==> config.mk <==
export PLATFORM = sky130hd
export DESIGN_NAME = pc_fetch_unit
export DESIGN_NICKNAME = d
export VERILOG_FILES = /design/src/rtl/pc_fetch_unit.sv
export SDC_FILE = /design/constraint.sdc
export NUM_CORES = 1
export LEC_CHECK = 0
export ABC_AREA = 0
export ABC_CLOCK_PERIOD_IN_PS = 4900
export CAP_MARGIN = 20
export CELL_PAD_IN_SITES_DETAIL_PLACEMENT = 1
export CELL_PAD_IN_SITES_GLOBAL_PLACEMENT = 2
export CORE_AREA = 5 5 165 167
export CTS_BUF_LIST = sky130_fd_sc_hd__clkbuf_8
export DETAILED_ROUTE_END_ITERATION = 16
export DIE_AREA = 0 0 170 172
export PLACE_DENSITY = 0.87
export SLEW_MARGIN = 10
export SYNTH_ARGS = -nofsm -noshare
export SYNTH_HDL_FRONTEND = slang
export SYNTH_SLANG_ARGS = --single-unit
==> constraint.sdc <==
create_clock -name clk -period 4.9 [get_ports clk]
set_clock_uncertainty 0.2 [all_clocks]
set_input_delay 1.47 -clock clk [delete_from_list [all_inputs] [get_ports clk]]
set_output_delay 1.47 -clock clk [all_outputs]
set_load 0.02 [all_outputs]
==> src/rtl/pc_fetch_unit.sv <==
// ---------------------------------------------------------------------------
// pc_fetch_unit
//
// Program-counter and instruction-fetch stage of the RV32I core. Holds the
// architectural PC, keeps at most one instruction-memory word request in
// flight (req/gnt/rvalid), and presents the fetched instruction to decode over
// a valid/ready handshake. A redirect from the branch logic overrides
// sequential fetch and cancels any fetch already in flight.
//
// Ports:
//   clk, reset        clock; asynchronous active-high reset
//   imem_req/_addr    word fetch request; address is always the current PC
//   imem_gnt          memory accepts the request this cycle
//   imem_rvalid/rdata read response (at least one cycle after grant)
//   redirect_valid    take branch/jump this cycle
//   redirect_target   new PC (bits [1:0] are forced to zero)
//   if_valid/ready    decode handshake
//   if_pc/_plus4      PC of the presented instruction and PC+4
//   if_instr          presented instruction word
//   misalign_err      sticky: some redirect target was not word aligned
//   instr_count       number of completed decode handshakes (wraps)
// ---------------------------------------------------------------------------
module pc_fetch_unit #(
  parameter logic [31:0] RESET_PC = 32'h0000_0000
) (
  input  logic        clk,
  input  logic        reset,
  output logic        imem_req,
  output logic [31:0] imem_addr,
  input  logic        imem_gnt,
  input  logic        imem_rvalid,
  input  logic [31:0] imem_rdata,
  input  logic        redirect_valid,
  input  logic [31:0] redirect_target,
  output logic        if_valid,
  input  logic        if_ready,
  output logic [31:0] if_pc,
  output logic [31:0] if_pc_plus4,
  output logic [31:0] if_instr,
  output logic        misalign_err,
  output logic [31:0] instr_count
);

  typedef enum logic [2:0] {
    S_IDLE,     // first cycle after reset
    S_REQ,      // request driven, waiting for grant
    S_WAIT,     // granted, response owed for the current PC
    S_HOLD,     // instruction presented to decode
    S_DISCARD   // response owed for a fetch cancelled by a redirect
  } state_e;

  state_e      state_q, state_d;
  logic [31:0] pc_q, pc_d;
  logic [31:0] if_instr_q, if_instr_d;
  logic [31:0] if_pc_q, if_pc_d;
  logic        misalign_q, misalign_d;
  logic [31:0] count_q, count_d;

  logic [31:0] redirect_pc;
  logic        take_redirect;

  assign redirect_pc = {redirect_target[31:2], 2'b00};

  // NOTE: every variable gets its hold value before the case statement, so no
  // path through the block leaves one unassigned and no latch is inferred.
  always_comb begin
    state_d       = state_q;
    pc_d          = pc_q;
    if_instr_d    = if_instr_q;
    if_pc_d       = if_pc_q;
    count_d       = count_q;
    take_redirect = 1'b0;

    unique case (state_q)
      S_IDLE: state_d = S_REQ;

      S_REQ: begin
        if (redirect_valid) begin
          take_redirect = 1'b1;
          // A granted request now fetches the old PC, so its data is stale.
          if (imem_gnt) state_d = S_DISCARD;
        end else if (imem_gnt) begin
          state_d = S_WAIT;
        end
      end

      S_WAIT: begin
        if (redirect_valid) begin
          take_redirect = 1'b1;
          state_d       = imem_rvalid ? S_REQ : S_DISCARD;
        end else if (imem_rvalid) begin
          if_instr_d = imem_rdata;
          if_pc_d    = pc_q;
          state_d    = S_HOLD;
        end
      end

      S_HOLD: begin
        // Redirect beats the handshake: the presented instruction is on the
        // wrong path and must not count as delivered.
        if (redirect_valid) begin
          take_redirect = 1'b1;
          state_d       = S_REQ;
        end else if (if_ready) begin
          pc_d    = pc_q + 32'd4;
          count_d = count_q + 32'd1;
          state_d = S_REQ;
        end
      end

      S_DISCARD: begin
        if (redirect_valid) take_redirect = 1'b1;
        if (imem_rvalid)    state_d = S_REQ;
      end

      default: state_d = S_IDLE;
    endcase

    if (take_redirect) pc_d = redirect_pc;
    misalign_d = misalign_q | (take_redirect & (|redirect_target[1:0]));
  end

  // NOTE: state registers use non-blocking assignments so every flop samples
  // the pre-edge values, independent of statement order.
  always_ff @(posedge clk or posedge reset) begin
    if (reset) begin
      state_q    <= S_IDLE;
      pc_q       <= RESET_PC;
      if_instr_q <= 32'h0;
      if_pc_q    <= 32'h0;
      misalign_q <= 1'b0;
      count_q    <= 32'h0;
    end else begin
      state_q    <= state_d;
      pc_q       <= pc_d;
      if_instr_q <= if_instr_d;
      if_pc_q    <= if_pc_d;
      misalign_q <= misalign_d;
      count_q    <= count_d;
    end
  end

  assign imem_req     = (state_q == S_REQ);
  assign imem_addr    = pc_q;
  assign if_valid     = (state_q == S_HOLD);
  assign if_pc        = if_pc_q;
  assign if_pc_plus4  = if_pc_q + 32'd4;
  assign if_instr     = if_instr_q;
  assign misalign_err = misalign_q;
  assign instr_count  = count_q;

endmodule

# Yosys cells after proc, flatten, opt, wreduce, memory -nomap -nowiden
# Cells that the tools add are included.
# classes
bitwise_logic	3
add_sub_neg	3
mux	16
magnitude_cmp	0
eq_ne	9
n_reduce_logical	9
mul	0
shifts	0
div	0
# ops
operator	n
$mux 32	4
$add 32x3->32 const B	2
$add 32x1->32 const B	1
$mux 3	9
$pmux 3 s5	1
$reduce_and 3->1	3
$eq 3x2->1 const B	2
$ne 2x1->1 const B	2
$reduce_and 4->1	1
$reduce_bool 2->1	2
$reduce_or 4->1	1
$eq 3x1->1 const B	1
$eq 3x3->1 const B	1
$logic_not 3->1	1
$ne 3x2->1 const B	1
$ne 3x3->1 const B	1
$mux 1	2
$ne 2x2->1 const B	1
$reduce_or 2->1	1
$and 1x1->1	1
$not 1->1	1
$or 1x1->1	1
# word_totals
rom_bits	0
mem_count	0
word_cells	46
latch_bits	0
ramBits	0
ff_bits	132

# Longest topological paths before layout
# Gate-level depths: netlist of the first run.
# depth
ltp_word	5
ltp_mapped	7
depth_no_buf	6

# Worst setup path before layout of the first run
# OpenSTA, ideal clock, no wires.
# synth_path
path_type	reg2out
start	register if_pc_q[8], in the netlist if_pc[8]
end	output port if_pc_plus4[29]
path_slack_ns	1.363
path_stages_with_launch	6
arrival_time_ns	1.867
required_ns	3.230
n_path_buf	0
cell_sequence	dfrtp_1 > and4_1 > and4_1 > nor4b_2 > nand3_1 > xnor2_1
# synth_between
elab_chain_cells	1
# synth_lines
element	line	rtl
start, declared	55	logic [31:0] if_pc_q, if_pc_d;
start signal, assigned	137	if_pc_q <= if_pc_d;
$add 32x3->32	147	assign if_pc_plus4 = if_pc_q + 32'd4;
end, declared	38	output logic [31:0] if_pc_plus4,
# No other way between the ends.

# Worst setup path in the final report of the first run
# Same ends and word-level chain as after synthesis.

==> results of run 1 <==
state kept, by name, summed over array words and instances (netlist names):
name	cells
if_instr	32
if_pc	30
imem_addr	30
instr_count	32
misalign_err	1
state_q	3
stage by stage:
stage	hold slack, ns	utilization (%)	instances
finish	0.279	36.4	1144
global route	0.307	36.4	1144
CTS	0.286	36.3	1144
detailed placement	0.268	34.8	1113
global placement	0.258	34.8	1113
floorplan	0.382	-	571
critical path, delay by kind of cell, from the launching register on:
kind,cells,cell delay (ns)
XOR/XNOR,1,0.18
buffers and inverters,1,0.63
flip-flops,1,0.45
AND/OR/NAND/NOR,4,1.32
routing by layer:
| layer | track usage, % | routed length (um) | vias up |
|---|---|---|---|
| met5 | 0 | 28 | - |
| met4 | 3.61 | 242 | 6 |
| met3 | 4.32 | 1270 | 23 |
| met2 | 23.8 | 10400 | 121 |
| met1 | 17.5 | 8680 | 2547 |
| li1 | - | - | 2412 |
cells in the mapped netlist, drive strengths merged:
cell type and n:
ha 3, or4b 1, clkbuf 10, o21ai 8
nand3 37, nor4bb 1, mux2 58, nand4 18
and2 5, a31oi 1, o221a 1, nor2b 1
conb 1, mux2i 1, nand4bb 1, nor4 6
nor4b 3, o21bai 1, nor2 50, nand2b 1
and4 12, buf 14, or4 2, a21oi 33
nor3 19, xnor2 66, xor2 22, dfrtp 128
and3 15, nand2 36, inv 11
path summary, 6_finish.rpt:
| kind | startpoint | endpoint | slack (ns) | cells past startpoint |
|---|---|---|---|---|
| worst max-delay path | if_pc[8] | if_pc_plus4[29] | 0.22 | 6 |
| worst min-delay path | misalign_err | misalign_err | 0.28 | 1 |
| worst max register to register | state_q[2] | imem_addr[22] | 2.59 | 6 |
| worst min register to register | misalign_err | misalign_err | 0.28 | 1 |
| max in group asynchronous | reset | imem_addr[21] | 2.58 | 3 |
| min in group asynchronous | reset | instr_count[6] | 1.41 | 3 |
final cells by class:
type / count / area [sq um] / share of cell area, %
Multi-Input combinational cell: 408 / 2960 / 31.7
Inverter: 11 / 45.0 / 0.483
Clock buffer: 21 / 289 / 3.10
Clock inverter: 10 / 95.1 / 1.02
Sequential cell: 128 / 3200 / 34.4
Timing Repair Buffer: 231 / 2310 / 24.8
Tap cell: 335 / 419 / 4.50
power groups by stage:
stage                     combinational (mW)  sequential (mW)  clock (mW)
after CTS                               2.52             1.87       0.962
after global placement                  2.48             1.86           0
final                                   2.47             1.87       0.922
after floorplan                        0.894             2.18           0
after detailed placement                2.51             1.89           0
after global routing                    2.65             1.94        1.00
kinds of logic after synthesis:
| group | after synthesis | synth area share, % |
|---|---|---|
| other cells | 1 | 0.0597 |
| simple gates | 208 | 19.2 |
| flops | 128 | 51.0 |
| fa+ha+maj | 3 | 0.597 |
| compound gates | 44 | 3.66 |
| xor+xnor | 88 | 12.3 |
| buf+inv | 35 | 2.73 |
| mux | 59 | 10.6 |
timing repair:
action                                  4_1_cts  5_1_grt
endpoints found under the setup margin        2        1
gates resized for setup                       1        1
setup buffers                                 0        0
==> summary.md, run 1 <==
| Metric | Value |
|---|---|
| Crit-path cells | and4_1, and4_1, nor4b_2, nand3_1, xnor2_1, clkdlybuf4s50_1 |
| Detail Route Antenna Nets | 0 |
| Setup TNS | 0 ns |
| Most frequent CP cell | and4_1 |
| Minimum clock period | 4.68 ns |
| Residual DRC | 0 |
| Fin crit share | 95.5% |
| Post-route cell area | 0.00932 sq mm |
| #FFs+latches synth | 128 |
| DR WL/cell | 18.0 um |
| Syn Std Cell Area | 0.00628 sq mm |
| Least-Margin Pin Slew | 0.712 ns |
| DP HPWL | 15200 um |
| Max clock buf depth | 2 |
| Final WL | 20600 um |
| Max-cap violation count | 0 |
| RSZ-0062 raised after global routing | no |
| Initial Utilization | 24.5% |
| CTS sink cnt | 128 |
| Clock share of power | 17.5% |
| Layout area overhead | 48.3% |
| # IOs | 233 |
| Num rows | 59 |
| Top-area cell type share of the netlist area | 51.0% |
| Ys Warns | 0 |
| CP max stage cell | clkdlybuf4s50_1 |
| Chip Height | 172 um |
| Leading cell types in the layout, fill and taps excluded | clkdlybuf4s50_1 (226), dfrtp_1 (128), xnor2_1 (66), mux2_2 (58), nor2_1 (49) |
| Yosys cell types | 41 |
| Largest net degree at the start of global routing | 129 |
| Peak VDD IR | 0.000231 V |
| All-Layer GR Usage | 14.0% |
| Comb pwr share | 47.0% |
| Type of the worst min-delay path | flop to flop |
| Internal | 3.12 mW |
| Grt total ovfl | 0 |
| Slew headroom | 52.5% |
| Via/cell ratio | 4.47 |
| Share of post-route cells with drive strength above 1 | 14.6% |
| Antenna violations before repair | 3 |
| Final WS setup | 0.219 ns |
| Number of CTS-inserted buffers | 17 |
| Syn Inst Count | 566 |
| F_max | 0.214 GHz |
| Placed cell areas | 0.00892 sq mm |
| Clock latency on the worst-skew pair | 0.43 ns |
| Final Hold Viols | 0 |
| Hold-fix buffers at CTS | 0 |
| Startpoint types | flop |
| Clock tree from TritonCTS | yes |
| First-pass GRT wire length | 32200 um |
| RePlAce Congestion | 0.774 |
| Register area share after synthesis | 51.0% |
| # H-tree levels | 4 |
| Port bufs | 226 |
| Final setup vio count | 0 |
| Status | complete, no violations |
| DRT Pass-1 Iters | 4 |
| Nets | 870 |
| Cell accounting for the most synthesized area | dfrtp_1 |
| Critical-path maximum fanout | 7 |
| Fill count | 2837 |
| Starting DRC count in detailed routing | 174 |
| Share of power burned in registers | 35.5% |
| Largest cells by area after synthesis | dfrtp_1 (51%), mux2_2 (10%), xnor2_1 (9.2%) |
| Leak | 3.87 nW |
| Core area | 0.0256 sq mm |
| Critical path capture point type | output port |
| Worst slack, placed | 0.480 ns |
| DR vias | 5109 |
| Root Buffer | clkbuf_8 |
| DIE AREA | 0.0292 sq mm |
| Slew Limit Fails | 0 |
| Worst path max stage delay | 0.63 ns |
| Vias in the first global route | 5559 |
| Switching share of total power | 40.6% |
| CP required | 3.23 ns |
| NetSw | 2.14 mW |
| Mapped Avg Cell Area | 11.1 sq um |
| N_diodes | 0 |
| Data arrival, critical path | 3.01 ns |
| CP Class | flop to output port |
| Clock transition at the registers of the reported paths | 0.07 ns |
| Chip width | 170 um |
| Pwr/cell area | 565 mW/mm^2 |
| Overall Power | 5.26 mW |
| Commonest non-fill, non-tap cell in the layout | clkdlybuf4s50_1 |
(Power assumes the default switching activity.)
==> inputs of run 2 (changes only) <==
--- a/config.mk
+++ b/config.mk
@@ -12,6 +12,7 @@
 export CELL_PAD_IN_SITES_GLOBAL_PLACEMENT = 2
 export CORE_AREA = 5 5 165 167
 export CTS_BUF_LIST = sky130_fd_sc_hd__clkbuf_8
+export CTS_CLUSTER_DIAMETER = 200
 export DETAILED_ROUTE_END_ITERATION = 16
 export DIE_AREA = 0 0 170 172
 export PLACE_DENSITY = 0.87
==> results of run 2 <==
No change in the layout: final DEF, timing and power equal those of run 1.
